$ cat src/rtl/sync_fifo.sv
// Single-clock synchronous FIFO with fill level,
// almost-full backpressure and overflow/underflow pulses.
module sync_fifo #(
  parameter int DATA_W   = 8,
  parameter int DEPTH    = 16,
  parameter int ADDR_W   = 4,
  parameter int AF_LEVEL = 12
) (
  input  logic              clk,
  input  logic              n_rst,
  input  logic              wr_en,
  input  logic [DATA_W-1:0] wr_data,
  input  logic              rd_en,
  output logic [DATA_W-1:0] rd_data,
  output logic              rd_valid,
  output logic              full,
  output logic              empty,
  output logic              almost_full,
  output logic [ADDR_W:0]   count,
  output logic              wr_err,
  output logic              rd_err
);

  localparam logic [ADDR_W:0] FULL_C =
    (ADDR_W+1)'(DEPTH);
  localparam logic [ADDR_W:0] AF_C =
    (ADDR_W+1)'(AF_LEVEL);

  logic [DATA_W-1:0] mem_q [DEPTH];

  logic [ADDR_W-1:0] wr_ptr_q, wr_ptr_d;
  logic [ADDR_W-1:0] rd_ptr_q, rd_ptr_d;
  logic [ADDR_W:0]   cnt_q, cnt_d;
  logic [DATA_W-1:0] rd_data_q, rd_data_d;
  logic              rd_valid_q, rd_valid_d;
  logic              wr_err_q, wr_err_d;
  logic              rd_err_q, rd_err_d;

  logic wr_acc, rd_acc;

  assign full        = (cnt_q == FULL_C);
  assign empty       = (cnt_q == '0);
  assign almost_full = (cnt_q >= AF_C);

  assign wr_acc = wr_en & ~full;
  assign rd_acc = rd_en & ~empty;

  always_comb begin
    wr_ptr_d   = wr_ptr_q;
    rd_ptr_d   = rd_ptr_q;
    cnt_d      = cnt_q;
    rd_data_d  = rd_data_q;
    rd_valid_d = rd_acc;
    wr_err_d   = wr_en & full;
    rd_err_d   = rd_en & empty;
    if (wr_acc) wr_ptr_d = wr_ptr_q + 1'b1;
    if (rd_acc) begin
      rd_ptr_d  = rd_ptr_q + 1'b1;
      rd_data_d = mem_q[rd_ptr_q];
    end
    unique case ({wr_acc, rd_acc})
      2'b10:   cnt_d = cnt_q + 1'b1;
      2'b01:   cnt_d = cnt_q - 1'b1;
      default: cnt_d = cnt_q;
    endcase
  end

  always_ff @(posedge clk) begin
    if (!n_rst) begin
      wr_ptr_q   <= '0;
      rd_ptr_q   <= '0;
      cnt_q      <= '0;
      rd_data_q  <= '0;
      rd_valid_q <= 1'b0;
      wr_err_q   <= 1'b0;
      rd_err_q   <= 1'b0;
    end else begin
      wr_ptr_q   <= wr_ptr_d;
      rd_ptr_q   <= rd_ptr_d;
      cnt_q      <= cnt_d;
      rd_data_q  <= rd_data_d;
      rd_valid_q <= rd_valid_d;
      wr_err_q   <= wr_err_d;
      rd_err_q   <= rd_err_d;
    end
  end

  // Storage is never cleared; a write in a reset cycle is dropped.
  always_ff @(posedge clk) begin
    if (n_rst && wr_acc) mem_q[wr_ptr_q] <= wr_data;
  end

  assign rd_data  = rd_data_q;
  assign rd_valid = rd_valid_q;
  assign count    = cnt_q;
  assign wr_err   = wr_err_q;
  assign rd_err   = rd_err_q;

endmodule

$ cat config.mk
export PLATFORM = sky130hd
export DESIGN_NAME = sync_fifo
export DESIGN_NICKNAME = d
export VERILOG_FILES = /design/src/rtl/sync_fifo.sv
export SDC_FILE = /design/constraint.sdc
export NUM_CORES = 1
export LEC_CHECK = 0
export BUFFER_PORTS_ARGS = -buffer_cell sky130_fd_sc_hd__clkbuf_2
export CAP_MARGIN = 10
export CELL_PAD_IN_SITES_DETAIL_PLACEMENT = 2
export CELL_PAD_IN_SITES_GLOBAL_PLACEMENT = 2
export CORE_MARGIN = 2
export CORE_UTILIZATION = 45
export DETAILED_ROUTE_END_ITERATION = 10
export GPL_TIMING_DRIVEN = 0
export PLACE_DENSITY = 0.78
export SETUP_SLACK_MARGIN = 0.5
export SLEW_MARGIN = 30
export SYNTH_ARGS = -nofsm -noshare
export SYNTH_HDL_FRONTEND = slang
export SYNTH_SLANG_ARGS = --single-unit
$ cat constraint.sdc
create_clock -name clk -period 3.5 [get_ports clk]
set_clock_uncertainty 0.1 [all_clocks]
set_input_delay 0.7 -clock clk [delete_from_list [all_inputs] [get_ports clk]]
set_output_delay 0.7 -clock clk [all_outputs]
set_load 0.005 [all_outputs]
==> flow_summary_export.csv <==
group,metric,value,unit
run_status,status,"completed",
setup_path,worstSetupEndpointType,"register",
clock_network,clkTransAtPathRegs,0.06,ns
placed_design,dp_hpwl,11300,um
sta,min_period,2.92,ns
synth,synthMostInstantiatedCell,"sky130_fd_sc_hd__edfxtp_1",
placed_design,gpl.final_weighted_congestion,0.822,
synth,synth.top_cells.by_area,"sky130_fd_sc_hd__edfxtp_1 (63%), sky130_fd_sc_hd__mux2i_1 (11%), sky130_fd_sc_hd__dfxtp_1 (7.9%)",
global_route,grt.total_usage,0.261,
finish,antenna_cells_inserted,0,
power,static-leakage-power,2.36,nW
setup_path,reg2regPathDepth,12,
setup_path,required_worst_endpoint,3.74,ns
setup_path,worst_path_max_fanout,10,
drt,routed_length_per_placed_instance,27.4,um
clock_network,tritoncts.num_buffers,17,
synth,synth-async-reset-ratio,0,
setup_path,timing.critical_path.buf_inv,3,
power,pwr_density_cell,693,nW/um2
global_route,grt_pass1_vias,4098,
setup_path,critical_path_stages,12,
setup_path,critPathMaxStageDelay,0.38,ns
floorplanning,initial_core_util,0.462,
setup_path,cpLargestDelayFamily,"simple AND/OR/NAND/NOR gates",
setup_path,timing.critical_path.cells,"nor4_4 > buf_4 > a21boi_4 > buf_6 > buf_6 > ha_2 > ha_1 > nor2b_2 > o21ai_2 > a21oi_1 > or3b_1 > mux2i_2",
placed_design,numPortBuffers,29,
global_route,grt_overflow_total,0,
synth,predominant_post_synthesis_flop_cell,"sky130_fd_sc_hd__edfxtp_1",
clock_network,worst_skew_pair.late_latency,0.43,ns
drt,ant_nets,0,
clock_network,clock-sinks,152,
synth,synth_top_area_share,0.629,
synth,synthesized_netlist_net_count,421,
setup_path,critical_path.slowest_cell,"sky130_fd_sc_hd__or3b_1",
setup_path,r2r-start,"count[0]",
global_route,grt_pass1_wl,26200,um
floorplanning,rows,42,
clock_network,cts_hold_buf,0,
floorplanning,dieArea,14500,um2
sta,worst_slew_pin_slew,0.920,ns
sta,totalNegativeSetupSlack,0,ns
synth,synthesized_flop_and_latch_total,152,
floorplanning,design.portCount,31,
synth,synth_enable_flop_cells,128,
synth,yosysUniqueCellTypes,32,
drt,firstDrtPassIters,5,
synth,syn_inst,399,
finish,syn_to_final_growth,16.8,%
drt,drt-initial-drc-count,210,
worst_hold_path,worstHoldStart,"wr_en",
drt,detail_route.vias_per_cell,5.73,
setup_path,cp_data_arrival_time,3.16,ns
sta,report.final.slew_viol_count,0,
drt,route.vias.total,3678,
clock_network,h-tree-depth,4,
global_route,grt_start_max_net_pins,17,
synth,mean_instance_size_in_the_synthesized_netlist,15.3,um2
sta,timing.final.crit_share,0.834,
clock_network,cts.root.buffer_cell,"sky130_fd_sc_hd__clkbuf_16",
floorplanning,die_y,121,um
clock_network,cts_tree,"yes",
power,peak_ir_drop_on_the_vdd_network,0.416,mV
sta,fmaxAchievable,0.342,GHz
setup_path,cp_startpoint_kind,"register",
global_route,initial_antenna_violation_count,0,
floorplanning,dieWidth,121,um
synth,synth_area,6110,um2
worst_hold_path,min_delay_path_depth,2,
run,max_cap_violations,0,
sta,final_hold_viol_count,0,
setup_path,startpoint,"count[0]",
synth,synthDominantAreaCellType,"sky130_fd_sc_hd__edfxtp_1",
finish,nets,475,
setup_path,path_common_cell,"sky130_fd_sc_hd__buf_6",
worst_hold_path,min_path_type,"in -> reg",
drt,drc,0,
synth,netlist_top_cells_count,"sky130_fd_sc_hd__edfxtp_1 (128), sky130_fd_sc_hd__mux2i_1 (66), sky130_fd_sc_hd__o22ai_1 (32)",
synth,ys_seq_area_frac,0.707,
sta,timing.slew.headroom,0.384,
power,p_total,4.95,mW
floorplanning,core,13200,um2
synth,ys.warnings.count,0,
clock_network,cts_buffer_depth,2,
finish,layout-drive-gt1-share,0.200,
sta,setup_viol,0,
setup_path,worst_setup_path_category,"reg -> reg",
drt,routed_wl,17600,um
sta,grt_setup_unrepaired,"false",
[metrics by stage]
step	std cells	instance area [um2]	hold slack (ns)	utilization	setup slack, ns
finish	642	7140	0.451	0.539	0.580
global route	642	7140	0.461	0.539	0.459
CTS	638	7090	0.420	0.536	0.512
detailed placement	604	6500	0.455	0.491	0.167
global placement	604	6480	0.417	0.489	0.253
floorplan	399	6110	0.403	-	0.639
[timing repair]
item / 4_1_cts / 5_1_grt
gates resized for setup: 12 / 7
setup buffers: 2 / 4
setup endpoints to repair: 2 / 1
pin swaps: 1 / 3
[final cells by class]
cell class	instances	area, um2
multi-input cells	216	1670
clock buffers	21	440
repair buffers	35	190
plain buffers	22	139
well taps	176	220
flip-flops and latches	152	4340
fillers	1205	6100
inverters	9	33.8
clock inverters	11	106
[layout by cell type, fill, tap and decap left out, types with 3 or more instances in the layout]
cell / instances
sky130_fd_sc_hd__or3b_1: 3
sky130_fd_sc_hd__clkinv_2: 7
sky130_fd_sc_hd__xor2_1: 4
sky130_fd_sc_hd__dfxtp_4: 3
sky130_fd_sc_hd__buf_6: 6
sky130_fd_sc_hd__nor2b_1: 3
sky130_fd_sc_hd__o21ai_0: 11
sky130_fd_sc_hd__clkbuf_16: 17
sky130_fd_sc_hd__ha_1: 8
sky130_fd_sc_hd__nor2_1: 14
sky130_fd_sc_hd__a21oi_1: 11
sky130_fd_sc_hd__nand3_1: 6
sky130_fd_sc_hd__clkbuf_1: 12
sky130_fd_sc_hd__nand2_1: 12
sky130_fd_sc_hd__nor4_1: 8
sky130_fd_sc_hd__nand3b_1: 3
sky130_fd_sc_hd__edfxtp_1: 128
sky130_fd_sc_hd__dfxtp_1: 19
sky130_fd_sc_hd__nor3_2: 4
sky130_fd_sc_hd__mux2i_1: 65
sky130_fd_sc_hd__o22ai_1: 32
sky130_fd_sc_hd__buf_4: 7
sky130_fd_sc_hd__clkbuf_2: 29
sky130_fd_sc_hd__xnor2_1: 5
sky130_fd_sc_hd__buf_2: 6
sky130_fd_sc_hd__inv_1: 8
sky130_fd_sc_hd__and2_1: 11
[sequential cells by signal (all words and copies together), names as in the netlist]
name / cells
mem_q: 128
rd_err: 1
wr_ptr_q: 4
rd_data: 8
rd_ptr_q: 4
count: 5
wr_err: 1
rd_valid: 1
[worst paths after layout]
path	end	slack, ns
setup reg to reg	count[4]	0.58
hold reg to reg	rd_data[0]	0.49
setup / recovery	count[4]	0.58
hold / removal	wr_err	0.45
[power by group]
group / switching [mW] / total (mW) / internal, mW
Combinational: 0.581 / 0.995 / 0.414
Clock: 0.718 / 1.75 / 1.04
Sequential: 0.111 / 2.20 / 2.09
[kinds of logic (layout without fill, tap and decap cells)]
logic type | after synthesis | in the layout | share of synthesized area
xor gates and xnor gates | 9 | 9 | 0.0129
adders and majority gates | 10 | 10 | 0.0217
buffers and inverters | 31 | 98 | 0.0272
muxes | 66 | 66 | 0.108
and+or+nand+nor | 73 | 73 | 0.0663
DFF | 152 | 152 | 0.707
AOI/OAI and AO/OA | 58 | 58 | 0.0565
[per-layer routing]
| metal | vias to the layer above | global-route usage | share of wire |
|---|---|---|---|
| met3 | 54 | 0.0660 | 0.048 |
| met1 | 1880 | 0.298 | 0.39 |
| met4 | 0 | 0.123 | 0.044 |
| met2 | 107 | 0.457 | 0.52 |
| met5 | - | 0 | 0 |
| li1 | 1637 | - | - |
Power figures use the tool's default switching activity.
